### src/rtl/fetch_pkg.sv
// Shared types and constants for the instruction fetch unit.
// Holds the default parameters, the word width, the FSM state encoding
// and the layout of an instruction buffer entry.
package fetch_pkg;

    localparam int unsigned WORD_W = 32;
    localparam logic [WORD_W-1:0] RESET_VECTOR_DEF = 32'h0000_0000;
    localparam int unsigned DEPTH_DEF = 2;

    // Width of the stale-response counter; repeated redirects can stack
    // several generations of abandoned requests in the memory pipeline.
    localparam int unsigned STALE_W = 16;

    typedef enum logic [0:0] {
        ST_RUN   = 1'b0,
        ST_FLUSH = 1'b1
    } fetch_state_e;

    typedef struct packed {
        logic [WORD_W-1:0] instr;
        logic [WORD_W-1:0] pc;
    } buf_entry_t;

endpackage

### src/rtl/fetch_fifo.sv
// Small synchronous FIFO used for both the fetch address tag queue and the
// instruction buffer.
// Ports: clk/reset (sync, active-high), flush (empties the FIFO, wins over
// push/pop), push/push_data, pop, head_data (oldest entry), count (entries).
module fetch_fifo #(
    parameter int unsigned DEPTH = 2,
    parameter int unsigned WIDTH = 32
) (
    input  logic                         clk,
    input  logic                         reset,
    input  logic                         flush,
    input  logic                         push,
    input  logic [WIDTH-1:0]             push_data,
    input  logic                         pop,
    output logic [WIDTH-1:0]             head_data,
    output logic [$clog2(DEPTH+1)-1:0]   count
);

    localparam int unsigned PTR_W = (DEPTH > 1) ? $clog2(DEPTH) : 1;
    localparam int unsigned CNT_W = $clog2(DEPTH + 1);

    logic [WIDTH-1:0] mem_q [DEPTH];
    logic [WIDTH-1:0] mem_d [DEPTH];
    logic [PTR_W-1:0] rd_ptr_q, rd_ptr_d;
    logic [PTR_W-1:0] wr_ptr_q, wr_ptr_d;
    logic [CNT_W-1:0] count_q, count_d;
    logic             empty;
    logic             full;
    logic             push_ok;
    logic             pop_ok;

    // Pointer increment with wrap for non-power-of-two depths.
    function automatic logic [PTR_W-1:0] ptr_inc(input logic [PTR_W-1:0] p);
        return (p == PTR_W'(DEPTH - 1)) ? '0 : p + PTR_W'(1);
    endfunction

    assign empty     = (count_q == '0);
    assign full      = (count_q == CNT_W'(DEPTH));
    assign pop_ok    = pop & ~flush & ~empty;
    // A push into a full FIFO is accepted only when the head leaves in the same cycle.
    assign push_ok   = push & ~flush & (~full | pop_ok);
    assign head_data = mem_q[rd_ptr_q];
    assign count     = count_q;

    // Next-state for pointers, occupancy and storage.
    always_comb begin
        rd_ptr_d = rd_ptr_q;
        wr_ptr_d = wr_ptr_q;
        count_d  = count_q;
        mem_d    = mem_q;
        if (flush) begin
            rd_ptr_d = '0;
            wr_ptr_d = '0;
            count_d  = '0;
        end else begin
            if (push_ok) begin
                mem_d[wr_ptr_q] = push_data;
                wr_ptr_d        = ptr_inc(wr_ptr_q);
            end
            if (pop_ok) begin
                rd_ptr_d = ptr_inc(rd_ptr_q);
            end
            count_d = count_q + CNT_W'(push_ok) - CNT_W'(pop_ok);
        end
    end

    // Control state; synchronous reset.
    always_ff @(posedge clk) begin
        if (reset) begin
            rd_ptr_q <= '0;
            wr_ptr_q <= '0;
            count_q  <= '0;
        end else begin
            rd_ptr_q <= rd_ptr_d;
            wr_ptr_q <= wr_ptr_d;
            count_q  <= count_d;
        end
    end

    // Storage is not reset; only entries below count are ever observed.
    always_ff @(posedge clk) begin
        mem_q <= mem_d;
    end

endmodule

### src/rtl/fetch_unit.sv
// Instruction fetch unit: issues sequential word fetches to instruction
// memory, tags each request with its address, buffers returned words and
// presents them in order to decode. Redirects flush the buffer and cause
// responses for requests already in flight to be discarded.
// Ports: clk, reset (sync, active-high); imem_req_valid/ready + imem_addr
// (request channel); imem_rsp_valid + imem_rsp_data (in-order responses);
// redirect + redirect_pc; instr_valid/ready + instr/instr_pc (to decode).
module fetch_unit
    import fetch_pkg::*;
#(
    parameter logic [WORD_W-1:0] RESET_VECTOR = RESET_VECTOR_DEF,
    parameter int unsigned       DEPTH        = DEPTH_DEF
) (
    input  logic              clk,
    input  logic              reset,
    output logic              imem_req_valid,
    input  logic              imem_req_ready,
    output logic [WORD_W-1:0] imem_addr,
    input  logic              imem_rsp_valid,
    input  logic [WORD_W-1:0] imem_rsp_data,
    input  logic              redirect,
    input  logic [WORD_W-1:0] redirect_pc,
    output logic              instr_valid,
    input  logic              instr_ready,
    output logic [WORD_W-1:0] instr,
    output logic [WORD_W-1:0] instr_pc
);

    localparam int unsigned CNT_W = $clog2(DEPTH + 1);

    fetch_state_e       state_q, state_d;
    logic [WORD_W-1:0]  pc_q, pc_d;
    logic [STALE_W-1:0] stale_q, stale_d;

    logic [CNT_W-1:0]   tag_count;
    logic [CNT_W-1:0]   buf_count;
    logic [WORD_W-1:0]  tag_head;
    buf_entry_t         buf_head;
    buf_entry_t         buf_push;
    logic [CNT_W:0]     occupancy;

    logic req_fire;
    logic instr_fire;
    logic drop_rsp;
    logic rsp_stale;
    logic rsp_live;

    // Live requests in flight plus buffered words; each live request owns a buffer slot.
    assign occupancy      = (CNT_W+1)'(tag_count) + (CNT_W+1)'(buf_count);
    assign imem_req_valid = ~reset & (occupancy < (CNT_W+1)'(DEPTH));
    assign imem_addr      = pc_q;
    assign req_fire       = imem_req_valid & imem_req_ready;

    assign instr_valid    = ~reset & (buf_count != '0);
    assign instr_fire     = instr_valid & instr_ready;
    assign instr          = instr_valid ? buf_head.instr : '0;
    assign instr_pc       = instr_valid ? buf_head.pc    : '0;

    // Stale requests are always older than live ones, so they answer first.
    assign rsp_stale      = imem_rsp_valid & drop_rsp;
    assign rsp_live       = imem_rsp_valid & ~drop_rsp & (tag_count != '0);

    assign buf_push.instr = imem_rsp_data;
    assign buf_push.pc    = tag_head;

    fetch_fifo #(
        .DEPTH (DEPTH),
        .WIDTH (WORD_W)
    ) u_tag_q (
        .clk       (clk),
        .reset     (reset),
        .flush     (redirect),
        .push      (req_fire),
        .push_data (pc_q),
        .pop       (rsp_live),
        .head_data (tag_head),
        .count     (tag_count)
    );

    fetch_fifo #(
        .DEPTH (DEPTH),
        .WIDTH ($bits(buf_entry_t))
    ) u_instr_buf (
        .clk       (clk),
        .reset     (reset),
        .flush     (redirect),
        .push      (rsp_live),
        .push_data (buf_push),
        .pop       (instr_fire),
        .head_data (buf_head),
        .count     (buf_count)
    );

    // Fetch PC: redirect target (word aligned) wins over sequential advance.
    always_comb begin
        pc_d = pc_q;
        if (redirect) begin
            pc_d = redirect_pc & ~WORD_W'(3);
        end else if (req_fire) begin
            pc_d = pc_q + WORD_W'(4);
        end
    end

    // On redirect every request still owed a response, including one issued
    // this cycle, becomes stale; a live response this cycle is discarded.
    always_comb begin
        stale_d = stale_q;
        if (rsp_stale) begin
            stale_d = stale_d - STALE_W'(1);
        end
        if (redirect) begin
            stale_d = stale_d + STALE_W'(tag_count) - STALE_W'(rsp_live) + STALE_W'(req_fire);
        end
    end

    always_ff @(posedge clk) begin
        if (reset) begin
            pc_q    <= RESET_VECTOR;
            stale_q <= '0;
        end else begin
            pc_q    <= pc_d;
            stale_q <= stale_d;
        end
    end

    // FSM state register.
    always_ff @(posedge clk) begin
        if (reset) begin
            state_q <= ST_RUN;
        end else begin
            state_q <= state_d;
        end
    end

    // FSM next state: FLUSH while stale responses are still owed.
    always_comb begin
        state_d = state_q;
        case (state_q)
            ST_RUN:   if (stale_d != '0) state_d = ST_FLUSH;
            ST_FLUSH: if (stale_d == '0) state_d = ST_RUN;
            default:  state_d = ST_RUN;
        endcase
    end

    // FSM outputs.
    always_comb begin
        drop_rsp = 1'b0;
        case (state_q)
            ST_FLUSH: drop_rsp = 1'b1;
            default:  drop_rsp = 1'b0;
        endcase
    end

endmodule

### config.mk
export PLATFORM = sky130hd
export DESIGN_NAME = fetch_unit
export DESIGN_NICKNAME = d
export VERILOG_FILES = /design/src/rtl/fetch_pkg.sv /design/src/rtl/fetch_fifo.sv /design/src/rtl/fetch_unit.sv
export SDC_FILE = /design/constraint.sdc
export NUM_CORES = 1
export LEC_CHECK = 0
export CAP_MARGIN = 30
export CORE_AREA = 4 4 173 175
export CTS_CLUSTER_DIAMETER = 200
export DETAILED_ROUTE_END_ITERATION = 12
export DIE_AREA = 0 0 177 179
export HOLD_SLACK_MARGIN = 0.08
export PLACE_DENSITY = 0.71
export SYNTH_ARGS = -nofsm -noshare
export SYNTH_HDL_FRONTEND = slang
export SYNTH_SLANG_ARGS = --single-unit
### constraint.sdc
create_clock -name clk -period 5.7 [get_ports clk]
set_input_delay 1.71 -clock clk [delete_from_list [all_inputs] [get_ports clk]]
set_output_delay 1.71 -clock clk [all_outputs]
set_load 0.03 [all_outputs]
=== Yosys cells after proc, flatten, opt, wreduce, memory -nomap -nowiden ===
Index checks and enable logic that the tools add are counted.

* Register bits after elaboration: 249
* Bits of input ports: 70
* Output and inout bits: 98
* Logic and storage cells: 103

* Add/sub/neg operators: 14
* $lt $le $gt $ge: 7
* Equality and inequality tests: 2
* Multiplexer cells: 26
* Bitwise operators: 28
* Reductions and logical operators: 12

{| class="wikitable"
|+ Operators by type and width
! kind !! number
|-
| 32-bit 2-to-1 mux || 8
|-
| 64-bit 2-to-1 mux || 4
|-
| 128-bit bitwise mux || 1
|-
| 64-bit bitwise mux || 1
|-
| 64-bit demux with 1-bit select || 1
|-
| 32-bit by 3-bit adder with 32-bit output (second input constant) || 1
|-
| 32-bit demux with 1-bit select || 1
|-
| 16-bit 2-to-1 mux || 2
|-
| 16-bit by 1-bit adder with 16-bit output || 1
|-
| 16-bit by 2-bit adder with 16-bit output || 1
|-
| 16-bit zero test || 1
|-
| 16-bit nonzero test || 1
|-
| 16-bit by 1-bit subtractor with 16-bit output || 1
|-
| 16-bit by 1-bit subtractor with 16-bit output (second input constant) || 1
|-
| 1-bit bitwise AND || 14
|-
| 2-bit greater-or-equal comparator (second input constant) || 4
|-
| 1-bit NOT || 8
|-
| 1-bit NOT with 2-bit output || 4
|-
| 1-bit 2-to-1 mux || 7
|-
| 2-bit nonzero test || 3
|-
| 1-bit adder (second input constant) || 4
|-
| 2-bit by 1-bit adder with 2-bit output || 2
|-
| 2-bit == test (second input constant) || 2
|-
| 2-bit zero test || 2
|-
| other kinds (9) || 14
|}

=== Depth between registers and ports, before layout ===
Gate-level depths: netlist of run 1.

* Depth after elaboration: 10
* Depth in mapped cells: 18
* Depth with buffers taken out: 17

=== By module ===
From an unflattened synthesis of run 1, not the netlist that was laid out.

* Cell total of the unflattened synthesis: 900
* Area, all modules: 11624.9 um^2

{| class="wikitable"
|+ Modules (own cells, without submodules)
! module !! times used !! cells an instance !! area each (um^2) !! sequential area each (um^2)
|-
| fetch_fifo (u_instr_buf) || 1 || 224 || 5051.1 || 3923.8
|-
| fetch_unit || 1 || 551 || 4026.4 || 940.9
|-
| fetch_fifo (u_tag_q) || 1 || 125 || 2547.4 || 2001.9
|}

=== Least setup slack after synthesis of run 1 ===
OpenSTA, ideal clock, no wires.

* Path kind: input to register
* Start point: input port redirect
* End point: register u_instr_buf.mem_q[100] in the netlist's numbering (enable)
* Setup time: 0.490 ns
* Arrival: 5.573 ns
* Path slack: -0.363 ns
* Stages: 6
* Path buffers: 2
* Path through: clkbuf_1 > clkbuf_1 > nor2_1 > nand2_1 > a311oi_1 > nor2b_1

* Word-level cells in the longest chain between the ends: 6
* Elaborated cells on any way between the ends: 7
* Those cells by class: bitwise (6); reduce/logical (1)

{| class="wikitable"
|+ Ends and longest elaborated chain
! what !! RTL line !! source
|-
| start, declared || fetch_unit.sv:21 || <nowiki>input logic redirect,</nowiki>
|-
| 1-bit NOT (no source line) * || n/a ||
|-
| 1-bit bitwise AND (2 in a row) || fetch_fifo.sv:39 || <nowiki>assign pop_ok = pop & ~flush & ~empty;</nowiki>
|-
| 1-bit OR || fetch_fifo.sv:41 || <nowiki>assign push_ok = push & ~flush & (~full | pop_ok);</nowiki>
|-
| 1-bit bitwise AND * || fetch_fifo.sv:41 ||
|-
| net u_instr_buf.push_ok || fetch_fifo.sv:29 || <nowiki>logic push_ok;</nowiki>
|-
| 2-bit AND reduction (no source line) * || n/a ||
|-
| end signal, assigned || fetch_fifo.sv:82 || <nowiki>mem_q <= mem_d;</nowiki>
|-
| end, declared || fetch_fifo.sv:22 || <nowiki>logic [WIDTH-1:0] mem_q [DEPTH];</nowiki>
|}

Mark *: on every way through the listed nets, which the timed path passes. The rest lies on a longest branch.
A chain may end at the register's enable or synchronous reset.

=== Worst setup path after layout of run 1 ===
* Start point: input port imem_rsp_valid
* End point: register state_q

* Word-level cells in the longest chain between the ends: 9
* Elaborated cells on any way between the ends: 13
* Those cells by class: add/sub (3); mux (5); bitwise (3); reduce/logical (2)

{| class="wikitable"
|+ Ends and longest elaborated chain
! what !! RTL line !! source
|-
| start, declared || fetch_unit.sv:19 || <nowiki>input logic imem_rsp_valid,</nowiki>
|-
| 1-bit bitwise AND || fetch_unit.sv:60 || <nowiki>assign rsp_stale = imem_rsp_valid & drop_rsp;</nowiki>
|-
| 16-bit 2-to-1 mux || fetch_unit.sv:108 || <nowiki>if (rsp_stale) begin</nowiki>
|-
| 16-bit by 2-bit adder with 16-bit output || fetch_unit.sv:112 || <nowiki>stale_d = stale_d + STALE_W'(tag_count) - STALE_W'(rsp_live) + STALE_W'(req_fire);</nowiki>
|-
| 16-bit by 1-bit subtractor with 16-bit output || fetch_unit.sv:112 ||
|-
| 16-bit by 1-bit adder with 16-bit output || fetch_unit.sv:112 ||
|-
| 16-bit 2-to-1 mux * || fetch_unit.sv:111 || <nowiki>if (redirect) begin</nowiki>
|-
| 16-bit zero test / 16-bit nonzero test (equally long branches) || fetch_unit.sv:140, fetch_unit.sv:139 ||
|-
| 1-bit 2-to-1 mux (on tied branches) || fetch_unit.sv:140, fetch_unit.sv:139 ||
|-
| 1-bit case mux with 2 select lines * || fetch_unit.sv:138 || <nowiki>case (state_q)</nowiki>
|-
| end signal, assigned || fetch_unit.sv:131 || <nowiki>state_q <= state_d;</nowiki>
|-
| end, declared || fetch_unit.sv:31 || <nowiki>fetch_state_e state_q, state_d;</nowiki>
|}

Every way passes the cells marked *; elsewhere a longest branch is shown, timed or not.

==> reports/results.ini, run 1 <==
[run_status]
outcome=completed

[timing]
rsz_0062_raised_after_global_routing=false
setup-tns-final_ps=0
layout_min_cycle_time_ps=5395
max_slew_margin=0.4977
timing.hold.ws_ps=512.9
finalHoldViolations=0
tightestPinTransition_ps=747.6
report.final.setup_viol=0
timing.clock.skew_ps=8.784
report.final.slew_viol_count=0
period_share=0.9464
fmax_ghz=0.1854
worst_slack_ps=305.3

[floorplan]
rows=62
initial_utilization=0.3929
dieHeight_um=179
die_w_um=177
design.die.area_um2=31680
placeableCoreArea_um2=28470
io_pins=168

[critical_path]
critical_path_required_ps=6130
worst_path_max_delay_cell=sky130_fd_sc_hd__clkdlybuf4s50_1
crit_chain=clkdlybuf4s50_1, nand2_1, xnor2_1, inv_1, ha_1, inv_1, fa_1, inv_1, fa_1, nor2b_1, o21ai_0, a21boi_1, o22ai_2, o311ai_1, buf_4, a21oi_1, nor4_2, a2111oi_2, a41oi_1
crit_path_max_fanout=7
critPathLaunch=imem_rsp_valid
regToRegStartpoint=u_tag_q.count[0]
critPathLaunchType=primary input
ff_to_ff_setup_slack_ps=1090
cp-end-kind=flop
crit_arrival_ps=5820
r2r.worst_path.cells=18
setup.worst_path.class=primary input to flop
delay_of_the_slowest_cell_on_the_worst_path_ps=640
critPathMostFrequentCell=sky130_fd_sc_hd__inv_1
timing.rr.end=state_q

[clock_network]
cts_made_buffers=24
holdBufCountCts=0
clk_pin_slew_ps=60
clock-sinks=239
clock_latency_ps=500
cts-root-to-sink-buffers=3
cts_htree_levels=1
cts_tree=built
cts_root_cell=sky130_fd_sc_hd__clkbuf_16

[final_layout]
finish.net_count=1216
final_cell_count_no_fill=1525
flow.area_growth_from_synthesis_pct=27.22
finish.instance_area_um2=14230
fin_util=0.4999
final_layout_size_suffix_gt1_frac=0.1315
num_antenna_cells=0

[yosys]
netlist_area_um2=11190
ys_warn_count=0
synth_area_leader_cell=sky130_fd_sc_hd__edfxtp_1
synth-edff-count=184
syn-instance-count=936
synth_mux_area_frac=0.09261
synth_register_bits=239
ffs_w_async_s_r_synth=0
synth_simple_gate_area_share=0.1295
synth_top_family_by_area=simple AND/OR/NAND/NOR gates
post_synth_fa_ha_maj_area_fraction=0.02774
yosys.cell_count.top_type=sky130_fd_sc_hd__edfxtp_1
synthXorXnorAreaFrac=0.04474
synth_cell_types=78
synth_compound_gate_area_share=0.08142
synth_commonest_cells=sky130_fd_sc_hd__edfxtp_1, sky130_fd_sc_hd__nor2_1, sky130_fd_sc_hd__mux2i_1
syn-mean-instance-area_um2=11.95
synth.area.top_cells=sky130_fd_sc_hd__edfxtp_1, sky130_fd_sc_hd__dfxtp_1, sky130_fd_sc_hd__mux2i_1
top_cell_type_s_share_of_synthesized_area=0.4939
synth_seq_area_share=0.5923
synth_flop_cell=sky130_fd_sc_hd__edfxtp_1

[route]
drt.antenna.violating_nets=0
initialDrtViolationCount=424
wl_per_cell_um=16.82
drt_pass1_iterations=5
dr_total_vias=7743
detail_route.vias_per_cell=5.077
detail_route.wirelength_mm=25.64
post-route-drc-count=0

[hold_path]
holdCritStartpoint=u_tag_q.rd_ptr_q
min_delay_path_depth=2
min_path_type=flop to flop
hold-path-endpoint=u_tag_q.rd_ptr_q

[grt]
grt_total_ovfl=0
grt_pass1_vias=7681
grt_first_pass_wirelength_mm=39.91
grt.total_usage=0.1559
grt_max_degree=71
antenna_found_initial=0

[placed_design]
io_buffer_count=161
dp.final_hpwl_mm=18.02
setup_slack_placement_ps=-401.7
numPlacedInstances=1481
finalWeightedCongestion=0.8293
placement.cell_area_um2=13470

[power_and_ir_drop]
vdd.ir_drop.worst_mv=0.1872
power.density_cell_area_nw_per_um2=357.1
post-layout-total-power_mw=5.083
static-leakage-power_nw=4.919

[job]
maxCapViolations=0

==> cells by family (layout without fill, tap and decap cells) <==
group                    count (synthesis)  after routing
other                                    1              4
multiplexers                            99             99
adder cells (fa/ha/maj)                 23             23
AND/OR/NAND/NOR                        302            302
XOR/XNOR                                55             55
flip-flops                             239            239
AO/OA/AOI/OAI                          131            131
buffers and inverters                   86            288
==> what timing repair did <==
item	4_1_cts	5_1_grt
endpoints found under the setup margin	0	2
gates resized for setup	0	2
setup buffers	0	0
==> layer usage <==
layer,wire (um),global-route usage,up-vias
li1,-,-,3814
met1,11190,0.1994,3719
met2,12330,0.2700,173
met3,1517,0.03100,37
met4,609,0.04513,0
met5,0,0,-
==> report_power, final <==
group          internal (mW)  total [mW]  switching [mW]
combinational          0.731        1.57           0.838
sequential              1.93        2.01          0.0769
clock                  0.879        1.50           0.626
==> how the worst max path moves through the flow <==
stage | endpoint | slack [ps] | cells after the start
2_1_floorplan | u_tag_q.mem_q[34] | 480 | 6
3_3_place_gp | state_q | -280 | 19
3_5_place_dp | state_q | -400 | 19
4_1_cts | state_q | 120 | 19
5_1_grt | state_q | 3 | 19
6_report | state_q | 310 | 19
==> worst max-delay path: cells and delay by family <==
family	cells	cell delay (ps)
and+or+nand+nor	3	660
adders and majority gates	3	860
buffers and inverters	5	1040
xor gates and xnor gates	1	150
AOI/OAI and AO/OA	7	1410
==> cell usage in the layout, fill, tap and decap left out, drive strengths merged, types with 6 or more instances in the layout <==
master / count
nor4: 11
nor2b: 9
mux2i: 66
nand4: 13
o21ai: 18
o31ai: 6
and2: 7
inv: 36
a21oi: 37
xor2: 24
a211oi: 14
nand2: 43
nor2: 145
edfxtp: 184
clkdlybuf4s50: 152
ha: 20
mux2: 33
buf: 56
xnor2: 31
clkinv: 7
clkbuf: 35
dfxtp: 55
or2: 8
nor3: 16
and3: 11
nand3: 16
a2111oi: 6
==> registers in the layout, summed over array words and instances (netlist names), 2 cells and up <==
register	cells
u_instr_buf.mem_q	124
u_tag_q.count	2
imem_addr	30
u_tag_q.mem_q	60
stale_q	16
u_instr_buf.count	2
==> cell type report <==
cell class / count / area, um2
well taps: 384 / 480.5
repair buffers: 208 / 1987
inverters: 36 / 135.1
flip-flops and latches: 239 / 6630
clock inverters: 9 / 75.07
fillers: 2486 / 14240
clock buffers: 35 / 683.2
multi-input cells: 614 / 4242
(Power assumes the default switching activity.)
==> run 2, diff against run 1 <==
- CORE_AREA: 4 4 173 175 -> 2 2 155 157
- DIE_AREA: 0 0 177 179 -> 0 0 157 159
- PLACE_DENSITY: 0.71 -> 0.82
==> reports/results.ini, run 2 (same netlist as run 1, synthesis figures left out) <==
[critical_path]
critPathMostFrequentCell=sky130_fd_sc_hd__inv_1
critical_path_required_ps=6070
critPathLaunchType=primary input
crit_path_max_fanout=4
setup.worst_path.class=primary input to flop
worst_path_max_delay_cell=sky130_fd_sc_hd__clkdlybuf4s50_1
cp-end-kind=flop
crit_arrival_ps=5770
crit_chain=clkdlybuf4s50_1, nand2_1, xnor2_1, inv_1, ha_1, inv_1, fa_1, inv_1, fa_1, nor2b_1, o21ai_0, a21boi_0, o22ai_1, o311ai_1, buf_4, a2111oi_1, nor4_2, a2111oi_2, a41oi_1
ff_to_ff_setup_slack_ps=990
delay_of_the_slowest_cell_on_the_worst_path_ps=560

[route]
drt_pass1_iterations=5
initialDrtViolationCount=621
detail_route.vias_per_cell=5.422
wl_per_cell_um=17.37
detail_route.wirelength_mm=25.38
drt.antenna.violating_nets=0
dr_total_vias=7921
post-route-drc-count=0

[floorplan]
placeableCoreArea_um2=23190
die_w_um=157
initial_utilization=0.4824
rows=56
io_pins=168
design.die.area_um2=24960
dieHeight_um=159

[final_layout]
largest_register_ff_count=124
max_flop_register=u_instr_buf.mem_q
finish.net_count=1217
final_common_cell=sky130_fd_sc_hd__edfxtp_1
fin_util=0.6101
final_layout_size_suffix_gt1_frac=0.1296
num_antenna_cells=0
flow.area_growth_from_synthesis_pct=26.48
layout_common_cells=sky130_fd_sc_hd__edfxtp_1, sky130_fd_sc_hd__clkdlybuf4s50_1, sky130_fd_sc_hd__nor2_1

[timing]
rsz_0062_raised_after_global_routing=false
worst_slack_ps=290.8
tightestPinTransition_ps=891.8
setup-tns-final_ps=0
fmax_ghz=0.1849
finalHoldViolations=0
layout_min_cycle_time_ps=5409
report.final.setup_viol=0
report.final.slew_viol_count=0
timing.clock.skew_ps=14.05
max_slew_margin=0.4018
period_share=0.9490
timing.hold.ws_ps=525.0

[power_and_ir_drop]
vdd.ir_drop.worst_mv=0.2440
power.density_cell_area_nw_per_um2=359.0
static-leakage-power_nw=4.908
post-layout-total-power_mw=5.079

[clock_network]
cts_made_buffers=24
holdBufCountCts=0
cts_htree_levels=1
cts-root-to-sink-buffers=3
cts_tree=built
clock_latency_ps=510
clk_pin_slew_ps=60
clock-sinks=239
cts_root_cell=sky130_fd_sc_hd__clkbuf_16

[grt]
antenna_found_initial=0
grt_pass1_vias=7768
grt_max_degree=72
grt.total_usage=0.1979
grt_total_ovfl=0
grt_first_pass_wirelength_mm=39.75

[placed_design]
dp.final_hpwl_mm=17.37
setup_slack_placement_ps=-160.6
finalWeightedCongestion=0.8797
io_buffer_count=161

[hold_path]
min_path_type=flop to flop

[job]
maxCapViolations=0

[run_status]
outcome=completed

==> run 2: cell types whose count changed in the layout (fill, tap and decap cells not counted), sizes merged <==
cell and change:
clkbuf +1, clkdlybuf4s50 +1, clkinv -1
==> run 2: per-stage QoR <==
step | instances | instance area [um2]
6_report | 1461 | 14150
5_1_grt | 1461 | 14150
4_1_cts | 1461 | 14140
3_5_place_dp | 1417 | 13390
3_3_place_gp | 1416 | 13360
2_1_floorplan | 939 | 11200
==> run 2: power breakdown <==
part | switching, mW | total (mW) | internal [mW] | leakage, nW
Clock | 0.624 | 1.49 | 0.869 | 0.363
Combinational | 0.861 | 1.57 | 0.713 | 2.40
Sequential | 0.0807 | 2.01 | 1.93 | 2.14
Total | 1.57 | 5.08 | 3.51 | 4.91
==> run 2: cell type report <==
cell class	instances	area, um2
flip-flops and latches	239	6630
fillers	1768	9042
inverters	36	135.1
clock buffers	36	676.9
clock inverters	8	73.82
well taps	319	399.1
multi-input cells	614	4243
repair buffers	209	1992
==> run 2: what timing repair did <==
| item | 4_1_cts | 5_1_grt |
|---|---|---|
| setup buffers | 0 | 0 |
| resized for setup | 0 | 2 |
| setup endpoints to repair | 0 | 3 |
==> run 2: metal layers <==
metal | global-route usage | wire length [um] | part of all wire
met5 | 0 | 0 | 0
met1 | 0.2483 | 10600 | 0.42
met4 | 0.05880 | 716 | 0.028
met3 | 0.03430 | 1685 | 0.066
met2 | 0.3485 | 12370 | 0.49
==> run 2: worst max-delay path, delay by kind of cell <==
family                     cells  cell delay (ps)
buffers and inverters          5              940
and+or+nand+nor                3              310
adders and majority gates      3              850
AOI/OAI and AO/OA              7             1840
xor gates and xnor gates       1              140
==> run 2: path summary, 6_finish.rpt <==
kind	startpoint	end	cells past startpoint
worst min-delay path	imem_addr[31]	u_tag_q.mem_q[31]	0
worst max-delay path	imem_rsp_valid	state_q	19
worst max register to register	u_tag_q.count[0]	state_q	18
worst min register to register	imem_addr[31]	u_tag_q.mem_q[31]	0
==> run 3, diff against run 2 <==
- CTS_CLUSTER_SIZE: unset -> 24
- SLEW_MARGIN: unset -> 40
==> reports/results.ini, run 3 (same netlist as run 1, synthesis figures left out) <==
[critical_path]
ff_to_ff_setup_slack_ps=1070
cp-end-kind=flop
critPathMostFrequentCell=sky130_fd_sc_hd__inv_1
critical_path_required_ps=6050
setup.worst_path.class=primary input to flop
crit_arrival_ps=5770
delay_of_the_slowest_cell_on_the_worst_path_ps=570
worst_path_max_delay_cell=sky130_fd_sc_hd__clkdlybuf4s50_1
crit_path_max_fanout=4
worstPathBufferInverterCount=5
crit_chain=clkdlybuf4s50_1, nand2_1, xnor2_1, inv_1, ha_1, inv_1, fa_1, inv_1, fa_1, nor2b_1, o21ai_0, a21boi_0, o22ai_1, o311ai_1, buf_4, a2111oi_1, nor4_2, a2111oi_2, a41oi_1
cp_top_family=compound AO/OA/AOI/OAI gates
critPathLaunchType=primary input

[grt]
grt_first_pass_wirelength_mm=39.45
grt.total_usage=0.1969
groute.layer.met3.usage=0.03566
antenna_found_initial=0
gr-usage-met2=0.3417
grt_pass1_vias=7690
grt_max_degree=72
grt_total_ovfl=0
grt_most_used_layer=met2
met1_usage=0.2484

[final_layout]
flow.area_growth_from_synthesis_pct=23.06
finish.instance_area_um2=13770
final_layout_size_suffix_gt1_frac=0.1161
largest_register_ff_count=124
num_antenna_cells=0
layout_common_cells=sky130_fd_sc_hd__edfxtp_1, sky130_fd_sc_hd__clkdlybuf4s50_1, sky130_fd_sc_hd__nor2_1
max_flop_register=u_instr_buf.mem_q
finish.net_count=1207
final_common_cell=sky130_fd_sc_hd__edfxtp_1
count_of_fill_cells_added_during_filler_insertion=1829

[floorplan]
initial_utilization=0.4824
die_w_um=157
placeableCoreArea_um2=23190
dieHeight_um=159
design.die.area_um2=24960
io_pins=168
rows=56

[clock_network]
clock_latency_ps=480
cts_htree_levels=1
holdBufCountCts=0
cts_made_buffers=13
clk_pin_slew_ps=120
clock-sinks=239
cts_root_cell=sky130_fd_sc_hd__clkbuf_16
cts_tree=built
cts.repair.resized=0
cts_setup_buffers=0
cts-root-to-sink-buffers=3

[power_and_ir_drop]
static-leakage-power_nw=4.722
post-layout-total-power_mw=4.519
vdd.ir_drop.worst_mv=0.2517
power.density_cell_area_nw_per_um2=328.3

[timing]
finalHoldViolations=0
rsz_0062_raised_after_global_routing=false
tightestPinTransition_ps=735.6
report.final.slew_viol_count=0
max_slew_margin=0.5058
timing.clock.skew_ps=32.15
report.final.setup_viol=0
fmax_ghz=0.1845
period_share=0.9506
layout_min_cycle_time_ps=5419

[route]
dr_total_vias=7868
post-route-drc-count=0
wl_per_cell_um=17.43
drt_pass1_iterations=5
initialDrtViolationCount=562
detail_route.wirelength_mm=25.08
drt.antenna.violating_nets=0
detail_route.vias_per_cell=5.468

[job]
maxCapViolations=0

[placed_design]
finalWeightedCongestion=0.8797
io_buffer_count=161
placement.cell_area_um2=13400
dp.final_hpwl_mm=17.55

[run_status]
outcome=completed

[hold_path]
min_path_type=flop to flop

==> run 3: cell types whose count changed in the layout (fill, tap and decap cells not counted), sizes merged <==
cell,before,now
clkinv,6,0
clkbuf,36,21
buf,56,57
bufinv,1,0
clkinvlp,1,0
==> run 3: path summary, 6_finish.rpt <==
path	endpoint	depth (start not counted)	startpoint
worst max register to register	state_q	18	u_tag_q.count[0]
worst min register to register	u_tag_q.mem_q[19]	0	imem_addr[19]
worst max-delay path	state_q	19	imem_rsp_valid
worst min-delay path	u_tag_q.mem_q[19]	0	imem_addr[19]
==> run 3: per-layer routing <==
metal  share of wire  wire [um]
met1            0.41      10340
met4           0.030        764
met5               0          0
met2            0.49      12250
met3           0.069       1728
==> run 3: layout make-up <==
type,count,area [um2],area share
Timing Repair Buffer,210,2004,0.1456
Clock buffer,21,355.3,0.02581
Multi-Input combinational cell,614,4243,0.3082
Tap cell,319,399.1,0.02899
Inverter,36,135.1,0.009816
Sequential cell,239,6630,0.4816
==> run 3: metrics by stage <==
stage | hold WS [ps] | setup WS [ps] | TNS [ps] | cells | utilization
after floorplan | 499.1 | 484.0 | 0 | 939 | -
after global placement | 492.5 | -67.61 | -67.61 | 1416 | 0.5762
after detailed placement | 518.0 | -152.9 | -178.2 | 1418 | 0.5780
after CTS | 530.5 | 319.3 | 0 | 1439 | 0.5933
after global routing | 538.0 | 13.02 | 0 | 1439 | 0.5936
final | 529.7 | 281.4 | 0 | 1439 | 0.5936
==> run 3: power breakdown <==
group | leakage (nW) | internal, mW | total (mW) | switching [mW]
clock | 0.170 | 0.432 | 0.944 | 0.512
sequential | 2.14 | 1.93 | 2.01 | 0.0803
combinational | 2.41 | 0.712 | 1.57 | 0.853
